==> src/rtl/frg_resp_misr.sv <==
// Response compactor for frg1: folds {f2,f1,f0} beats into a MISR, counts them,
// and flags pass when the held signature matches the golden value.
module frg_resp_misr #(
  parameter int unsigned        RESP_W = 3,
  parameter int unsigned        SIG_W  = 16,
  parameter logic [SIG_W-1:0]   POLY   = 16'h1021,
  parameter logic [SIG_W-1:0]   SEED   = 16'hFFFF,
  parameter int unsigned        CNT_W  = 32
) (
  input  logic              clk,
  input  logic              rst_n,
  input  logic              start,
  input  logic              clear,
  input  logic [CNT_W-1:0]  num_patterns,
  input  logic [SIG_W-1:0]  golden_sig,
  input  logic              resp_valid,
  output logic              resp_ready,
  input  logic [RESP_W-1:0] resp_data,
  output logic              busy,
  output logic              done,
  output logic              pass,
  output logic [SIG_W-1:0]  signature,
  output logic [CNT_W-1:0]  pat_count
);

  typedef enum logic [1:0] {
    IDLE = 2'd0,
    RUN  = 2'd1,
    DONE = 2'd2
  } state_t;

  state_t           state_q;
  logic [SIG_W-1:0] sig_q, sig_d;
  logic [CNT_W-1:0] cnt_q, cnt_d;
  logic [CNT_W-1:0] target_q;
  logic             ready_q, busy_q, done_q;
  logic             hs;

  assign hs = resp_valid && ready_q;

  always_comb begin
    sig_d = {sig_q[SIG_W-2:0], 1'b0}
          ^ (sig_q[SIG_W-1] ? POLY : '0)
          ^ {{(SIG_W-RESP_W){1'b0}}, resp_data};
    cnt_d = cnt_q + CNT_W'(1);
  end

  always_ff @(posedge clk or negedge rst_n) begin
    if (!rst_n) begin
      state_q  <= IDLE;
      sig_q    <= SEED;
      cnt_q    <= '0;
      target_q <= '0;
      ready_q  <= 1'b0;
      busy_q   <= 1'b0;
      done_q   <= 1'b0;
    end else if (clear) begin
      state_q  <= IDLE;
      sig_q    <= SEED;
      cnt_q    <= '0;
      ready_q  <= 1'b0;
      busy_q   <= 1'b0;
      done_q   <= 1'b0;
    end else begin
      case (state_q)
        IDLE, DONE: begin
          if (start) begin
            target_q <= num_patterns;
            sig_q    <= SEED;
            cnt_q    <= '0;
            if (num_patterns != '0) begin
              state_q <= RUN;
              ready_q <= 1'b1;
              busy_q  <= 1'b1;
              done_q  <= 1'b0;
            end else begin
              state_q <= DONE;
              ready_q <= 1'b0;
              busy_q  <= 1'b0;
              done_q  <= 1'b1;
            end
          end
        end
        RUN: begin
          if (hs) begin
            sig_q <= sig_d;
            cnt_q <= cnt_d;
            // Exit on equality with the latched target so the counter never wraps
            if (cnt_d == target_q) begin
              state_q <= DONE;
              ready_q <= 1'b0;
              busy_q  <= 1'b0;
              done_q  <= 1'b1;
            end
          end
        end
        default: begin
          state_q <= IDLE;
          ready_q <= 1'b0;
          busy_q  <= 1'b0;
          done_q  <= 1'b0;
        end
      endcase
    end
  end

  assign resp_ready = ready_q;
  assign busy       = busy_q;
  assign done       = done_q;
  assign signature  = sig_q;
  assign pat_count  = cnt_q;
  assign pass       = done_q && (sig_q == golden_sig);

endmodule

==> config.mk <==
export PLATFORM = sky130hd
export DESIGN_NAME = frg_resp_misr
export DESIGN_NICKNAME = d
export VERILOG_FILES = /design/src/rtl/frg_resp_misr.sv
export SDC_FILE = /design/constraint.sdc
export NUM_CORES = 1
export LEC_CHECK = 0
export CAP_MARGIN = 15
export CORE_MARGIN = 2
export CORE_UTILIZATION = 30
export CTS_BUF_LIST = sky130_fd_sc_hd__clkbuf_8
export DETAILED_ROUTE_END_ITERATION = 7
export HOLD_SLACK_MARGIN = 0.06
export PLACE_DENSITY = 0.5
export SLEW_MARGIN = 15
export SYNTH_ARGS = -nofsm -noshare
export SYNTH_HDL_FRONTEND = slang
export SYNTH_SLANG_ARGS = --single-unit
==> constraint.sdc <==
create_clock -name clk -period 4.6 [get_ports clk]
set_input_delay 0.46 -clock clk [delete_from_list [all_inputs] [get_ports clk]]
set_output_delay 0.46 -clock clk [all_outputs]
set_load 0.02 [all_outputs]
**Word level (Yosys, flattened, before mapping)**

Cells that the tools add are included.

- Register bits: 84
- Output and inout bits: 52
- Input port bits: 56
- Logic and storage cells: 53

- Reduce and logical (&&, ||, !) cells: 9
- Bitwise logic cells: 3
- Muxes and demuxes: 27
- Add/sub/neg operators: 1
- Equal/unequal tests: 7

Operators with widths:

| cell | number |
|---|---|
| 32-bit two-way mux | 3 |
| 32-bit one-hot mux with 2 select lines | 1 |
| 16-bit two-way mux | 3 |
| 32-bit by 1-bit adder with 32-bit output (second input constant) | 1 |
| 32-bit equality test | 1 |
| 16-bit one-hot mux with 2 select lines | 1 |
| 32-bit nonzero test | 1 |
| 16-bit equality test | 1 |
| 16-bit by 13-bit XOR with 16-bit output | 1 |
| 16-bit by 3-bit XOR with 16-bit output | 1 |
| 13-bit two-way mux | 1 |
| 1-bit two-way mux | 10 |
| 2-bit two-way mux | 5 |
| 3-bit inequality test (second input constant) | 3 |
| 3-bit AND reduction | 3 |
| 1-bit one-hot mux with 2 select lines | 2 |
| 2-bit one-hot mux with 2 select lines | 1 |
| 3-bit nonzero test | 1 |
| 2-bit by 1-bit equality test with 1-bit output (second input constant) | 1 |
| 2-bit equality test (second input constant) | 1 |
| 1-bit logical AND | 2 |
| 2-bit logical NOT | 1 |
| 2-bit OR reduction | 1 |
| 1-bit inverter | 1 |

**Depth between registers and ports, before layout**

Gate-level depths: netlist (run 1).

- Word-level depth: 6
- Depth in mapped cells: 9

**Worst setup path before layout (run 1)**

No wires, ideal clock.

- Kind: register -> register
- Start point: register cnt_q[0] (netlist: pat_count[0])
- End point: register state_q[0]
- Path buffers: 1
- Library setup time: 133 ps
- Data required time: 4467 ps
- Period minus slack after synthesis: 2529 ps
- Setup slack: 2071 ps
- Data arrival time: 2396 ps
- Cell stages (with the launch flop): 10
- Cells stage by stage: dfrtp_1 > ha_1 > and2_1 > clkbuf_1 > nand3_1 > or4_1 > a21oi_1 > o22ai_1 > nor4_2 > o21ai_0

- Cells in the longest elaborated chain, start to end: 4

Ends and longest elaborated chain:

| item | RTL line | text |
|---|---|---|
| from (decl) | 34 | `logic [CNT_W-1:0] cnt_q, cnt_d;` |
| from (signal assigned) | 87 | `cnt_q <= cnt_d;` |
| 32-bit by 1-bit adder with 32-bit output | 45 | `cnt_d = cnt_q + CNT_W'(1);` |
| 32-bit equality test | 89 | `if (cnt_d == target_q) begin` |
| 3-bit inequality test (no source line) | - |  |
| 3-bit AND reduction (no source line) | - |  |
| to (signal assigned) | 50 | `state_q <= IDLE;` |
| to (signal assigned) | 90 | `state_q <= DONE;` |
| to (signal assigned) | 98 | `state_q <= IDLE;` |
| to (decl) | 32 | `state_t state_q;` |

Every way passes these cells.
A chain may end at the register's enable or synchronous reset.

**Worst setup path after layout (run 1)**

- Start point: register cnt_q[2] (netlist: pat_count[2])
- End point: register state_q[0]

Same word-level chain as after synthesis.

==> impl_metrics.py, run 1 <==
metrics = {
    "detailed_routing": {
        "routed.top_layer": "met4",
        "routedWlPerCell_um": 18.6,
        "drtIter0Drc": 249,
        "vias_per_cell": 5.37,
        "ant_nets": 0,
        "drc_errors": 0,
        "postRouteWirelength_mm": 16.0,
        "route.met3.wl_um": 862,
        "firstDrtPassIters": 4,
        "drt-met1-wl_mm": 7.63,
        "wl_met2_mm": 7.02,
        "dr_total_vias": 4613,
    },
    "clock_network": {
        "worstSkewPairLatency_ps": 380,
        "cts_sinks": 83,
        "cts_made_buffers": 9,
        "cts_root_buffer": "clkbuf_8",
        "cts_tree": "built",
        "htreeDepth": 3,
        "path_clk_slew_ps": 90,
        "clk_path_buf_depth": 2,
        "cts_resized": 0,
        "hold_buffers": 1,
        "cts_setup_buffers": 0,
    },
    "final_layout": {
        "fillCellCount": 1648,
        "fin_nets": 691,
        "area_growth_syn_to_layout_pct": 29.1,
        "antennaDiodeCount": 0,
        "design_area_um2": 6600,
        "final_util_pct": 39.6,
        "layout-drive-gt1-share_pct": 13.6,
    },
    "global_route": {
        "gr-total-overflow": 0,
        "antenna_found_initial": 0,
        "groute.usage.overall_pct": 18.0,
        "grt_pass1_vias": 4575,
        "grt_max_degree": 46,
        "grt_pass1_wl_mm": 25.5,
    },
    "timing": {
        "worst_pin_slew_ps": 853,
        "hold_violations": 0,
        "fmax_mhz": 308,
        "whs_ps": 532,
        "slew_headroom_pct": 43.1,
        "period_share_pct": 70.5,
        "slew_violations": 0,
        "fin_skew_ps": 14.9,
        "rsz0062_at_grt": "no",
        "setup_violations": 0,
        "fin_setup_tns_ps": 0,
        "fin_crit_ps": 3240,
    },
    "die": {
        "ios": 108,
        "dieWidth_um": 135,
        "dieArea_um2": 18100,
        "std_cell_rows": 47,
        "die_h_um": 135,
        "core_um2": 16600,
        "start_util_pct": 30.7,
    },
    "logic_synthesis": {
        "yosysWarnings": 0,
        "syn_inst": 546,
        "ys.flop_type": "dfrtp_1",
        "synth_fp_nets": 603,
        "synth-edff-count": 0,
        "synth-async-reset-ratio_pct": 100,
        "netlist_area_um2": 5110,
        "yosys.cell_types.count": 59,
        "synth.avg_cell_area_um2": 9.36,
        "synth.yosys.seq_area_share_pct": 41.0,
        "ys_seq_elements": 83,
    },
    "power_and_ir_drop": {
        "irDropWorstVdd_v": 0.000178,
        "p_leak_nw": 2.33,
        "powerDensity_nw_per_um2": 393,
    },
    "outcome": {
        "status": "complete, no violations",
    },
    "placed_design": {
        "numPortBuffers": 107,
        "place_hpwl_mm": 11.8,
        "dpl_cell_area_um2": 6370,
        "place.gp.congestion": 0.931,
    },
    "worst_setup_path": {
        "crit_family": "simple AND/OR/NAND/NOR gates",
        "cp.required_ps": 4840,
        "crit-reg2reg-launch": "pat_count[2]",
        "crit_start": "pat_count[2]",
        "worstPathCellList": "nand3_1 > nor4_1 > mux2_2 > a221oi_1 > nand4_1 > nor4_2 > o21ai_0",
        "r2r_setup_slack_ps": 1360,
        "end_kind": "flop",
        "arrival_ps": 3490,
        "cp-endpoint": "state_q[0]",
        "worst-path-max-fanout": 15,
        "ff2ff_path_depth": 7,
        "critical_path_class": "reg -> reg",
        "path_depth": 7,
        "r2r-end": "state_q[0]",
        "startpoint_type": "flop",
        "critPathSlowestCell": "nor4_1",
        "critPathBufInv": 0,
        "slowest_delay_ps": 720,
    },
    "worst_hold_path": {
        "worstHoldStart": "signature[12]",
        "min_path_type": "reg -> reg",
    },
    "run": {
        "cap_violations": 0,
    },
}
-- metrics by stage --
step | setup WS, ps | std cells | power [mW]
floorplan | 2070 | 546 | 1.69
global placement | 1560 | 842 | 2.02
detailed placement | 1500 | 842 | 2.03
CTS | 1470 | 859 | 2.61
global route | 1180 | 859 | 2.76
finish | 1360 | 859 | 2.59
-- cells in the mapped netlist, types with 3 or more instances --
cell	count	area, um2
mux2_2	32	360
nor4_2	3	37.5
xor2_1	13	114
and4_1	4	35.0
nand4_1	20	125
nor4_1	22	138
buf_1	5	18.8
mux2i_1	4	40.0
and3_1	7	43.8
o31ai_1	9	67.6
or4_1	4	30.0
dfrtp_1	67	1680
buf_2	7	35.0
nand2_1	58	218
o41ai_1	6	52.6
clkbuf_1	24	90.1
nand2b_1	3	18.8
or3_1	7	43.8
o211ai_1	4	30.0
dfstp_2	16	420
nor2_1	17	63.8
inv_1	6	22.5
o22a_1	11	96.3
a31oi_1	10	62.6
xnor2_1	46	403
a21oi_1	22	110
nand3_1	17	85.1
nor3_1	8	40.0
and2_1	4	25.0
o21ai_0	51	255
-- area by class of cell --
| class | count | area, um2 | share of cell area (%) |
|---|---|---|---|
| Sequential cell | 83 | 2100 | 31.8 |
| Inverter | 6 | 22.5 | 0.341 |
| Multi-Input combinational cell | 418 | 2850 | 43.2 |
| Clock inverter | 5 | 61.3 | 0.930 |
| Clock buffer | 11 | 151 | 2.30 |
| Timing Repair Buffer | 116 | 1140 | 17.3 |
| Tap cell | 220 | 275 | 4.17 |
-- logic make-up (layout without fill, tap and decap cells) --
| group | Yosys count | after routing | share of synthesized area (%) |
|---|---|---|---|
| compound gates | 130 | 130 | 15.9 |
| xor+xnor | 59 | 59 | 10.1 |
| fa+ha+maj | 1 | 1 | 0.245 |
| buf+inv | 45 | 138 | 3.65 |
| flops | 83 | 83 | 41.0 |
| mux | 36 | 36 | 7.84 |
| simple gates | 192 | 192 | 21.3 |
-- cell usage in the layout, fill, tap and decap left out, types with 9 or more instances in the layout --
master and n:
clkdlybuf4s50_1 106, dfrtp_1 67, nand2_1 58, o21ai_0 51
xnor2_1 46, mux2_2 32, a21oi_1 22, nor4_1 21
nand4_1 20, nor2_1 17, nand3_1 17, dfstp_2 16
xor2_1 13, o22a_1 11, clkbuf_8 11, a31oi_1 10
o31ai_1 9, buf_4 9
-- registers in the layout (all words and copies together) (netlist names) --
register   count
signature     16
pat_count     32
done           1
state_q        1
target_q      32
busy           1
-- per-layer routing --
metal | GRT usage [%] | vias to the layer above
met5 | 0 | -
met4 | 8.48 | 0
met3 | 3.49 | 31
met2 | 27.0 | 149
met1 | 24.9 | 2230
li1 | - | 2203
-- tightest hold or removal path: stages, from the launching register on --
cell and delay, ps:
dfstp_2 400, nor2_1 90, a31oi_1 40
-- report_power, final --
group	switching [mW]	leakage, nW	internal (mW)	total (mW)
Combinational	0.467	1.19	0.458	0.924
Clock	0.286	0.109	0.282	0.568
Sequential	0.190	1.03	0.908	1.10
Total	0.942	2.33	1.65	2.59
-- worst min path at each step --
stage                          endpoint  slack (ps)  cells after the start
after floorplan                    busy         160                      0
after global placement     target_q[13]         470                      1
after detailed placement   target_q[13]         460                      1
after CTS                 signature[12]         530                      2
after global routing      signature[12]         560                      2
final                     signature[12]         530                      2
Note: power is estimated with default switching activity, not from simulation.
==> run 2: changes to the inputs <==
clock period = 3.3 ns   (was 4.6 ns; I/O delays follow)
==> run 2 against run 1 <==
Net effect:
- wire length is 2.1% higher
- critical path type unchanged
- count of clock-buffer cells in the layout is 2 lower
- die area stayed put
- clock skew is 2.3 ps lower
- cell area is 1.6% higher
==> impl_metrics.py, run 2 (same netlist as run 1, synthesis figures left out) <==
metrics = {
    "timing": {
        "fin_skew_ps": 12.6,
        "rsz0062_at_grt": "no",
        "setup_violations": 0,
        "fin_crit_ps": 2950,
        "slew_violations": 0,
        "hold_violations": 0,
        "slew_headroom_pct": 47.7,
        "whs_ps": 536,
        "worst_pin_slew_ps": 785,
        "fmax_mhz": 339,
        "fin_setup_tns_ps": 0,
        "period_share_pct": 89.5,
    },
    "global_route": {
        "grt_pass1_wl_mm": 26.1,
        "gr-total-overflow": 0,
        "grt_pass1_vias": 4581,
        "antenna_found_initial": 0,
        "grt_max_degree": 84,
        "groute.usage.overall_pct": 18.5,
    },
    "placed_design": {
        "place.gp.congestion": 0.918,
        "numPortBuffers": 107,
        "place_hpwl_mm": 11.9,
    },
    "detailed_routing": {
        "drc_errors": 0,
        "drtIter0Drc": 288,
        "vias_per_cell": 5.33,
        "postRouteWirelength_mm": 16.3,
        "ant_nets": 0,
        "routedWlPerCell_um": 18.7,
        "dr_total_vias": 4644,
        "firstDrtPassIters": 5,
    },
    "power_and_ir_drop": {
        "seqPwrFrac_pct": 42.3,
        "powerDensity_nw_per_um2": 540,
        "swShare_pct": 37.1,
        "clockPowerShare_pct": 21.2,
        "irDropWorstVdd_v": 0.000320,
        "intPower_mw": 2.28,
        "p_leak_nw": 2.40,
        "power_frac_comb_pct": 36.6,
        "p_sw_mw": 1.34,
    },
    "die": {
        "std_cell_rows": 47,
        "die_h_um": 135,
        "ios": 108,
        "core_um2": 16600,
        "start_util_pct": 30.7,
        "dieWidth_um": 135,
        "dieArea_um2": 18100,
    },
    "worst_setup_path": {
        "end_kind": "flop",
        "worst-path-max-fanout": 7,
        "arrival_ps": 3200,
        "critical_path_class": "reg -> reg",
        "startpoint_type": "flop",
        "cp.required_ps": 3550,
    },
    "worst_hold_path": {
        "min_path_type": "reg -> reg",
    },
    "final_layout": {
        "antennaDiodeCount": 0,
        "mostFrequentLayoutCells": "clkdlybuf4s50_1, dfrtp_1, nand2_1, o21ai_0, xnor2_1",
        "area_growth_syn_to_layout_pct": 31.1,
        "layout-drive-gt1-share_pct": 15.5,
        "layout_commonest_cell": "clkdlybuf4s50_1",
        "fillCellCount": 1637,
        "fin_nets": 704,
    },
    "clock_network": {
        "htreeDepth": 3,
        "clk_path_buf_depth": 2,
        "cts_root_buffer": "clkbuf_8",
        "cts_made_buffers": 9,
        "cts_setup_buffers": 0,
        "worstSkewPairLatency_ps": 380,
        "path_clk_slew_ps": 90,
        "cts_tree": "built",
        "cts_sinks": 83,
    },
    "outcome": {
        "status": "complete, no violations",
    },
    "run": {
        "cap_violations": 0,
    },
}
==> run 2: cell count changes in the layout (fill, tap and decap cells not counted), sizes merged <==
cell	delta
clkinv	-2
clkbuf	-2
inv	+3
clkinvlp	+1
buf	+13
==> run 2: final timing paths <==
check / start / to / slack (ps) / cells past startpoint
worst max-delay path: pat_count[0] / state_q[0] / 350 / 8
min in group asynchronous: rst_n / target_q[13] / 580 / 2
worst min register to register: signature[1] / signature[1] / 540 / 2
worst min-delay path: signature[1] / signature[1] / 540 / 2
max in group asynchronous: rst_n / target_q[25] / 2180 / 2
worst max register to register: pat_count[0] / state_q[0] / 350 / 8
==> run 2: critical path: stages, from the launching register on <==
cell and delay (ps):
dfrtp_1 460, ha_1 290, nand2b_1 170, o211ai_1 80
or3b_2 450, a2111oi_0 560, nand4_1 210, nor4_2 450
o21ai_0 150
==> run 2: what timing repair did <==
| item | in CTS | in global routing |
|---|---|---|
| endpoints found under the setup margin | 0 | 2 |
| hold endpoints to repair | 0 | 1 |
| hold buffers | 0 | 1 |
| resized for setup | 0 | 1 |
==> run 2: power by group through the flow <==
stage	registers [mW]	clock network, mW	logic (mW)
CTS	1.53	0.801	1.32
global route	1.57	0.843	1.45
floorplan	1.48	0	0.869
detailed placement	1.55	0	1.32
global placement	1.55	0	1.31
finish	1.53	0.766	1.32
==> run 2: through the flow <==
step	cells	power, mW	setup WS, ps	util (%)	instance area [um2]
6_report	872	3.62	348	40.3	6700
5_1_grt	872	3.87	108	40.3	6700
4_1_cts	871	3.66	287	40.1	6680
3_5_place_dp	855	2.87	302	39.0	6480
3_3_place_gp	855	2.86	445	39.0	6480
2_1_floorplan	546	2.35	771	-	5110
==> run 2: routing by layer <==
metal	GRT usage (%)	vias up	routed length [um]
li1	-	2223	-
met1	26.6	2250	7920
met2	27.6	151	7190
met3	3.23	20	841
met4	7.43	0	355
met5	0	-	0
==> run 2: final cells by class <==
cell class / instances / area (um2) / area share [%]
multi-input combinational: 418 / 2860 / 42.6
sequential: 83 / 2100 / 31.3
inverter: 6 / 22.5 / 0.336
tap: 220 / 275 / 4.11
timing repair buffer: 129 / 1250 / 18.7
clock inverter: 7 / 75.1 / 1.12
clock buffer: 9 / 124 / 1.85
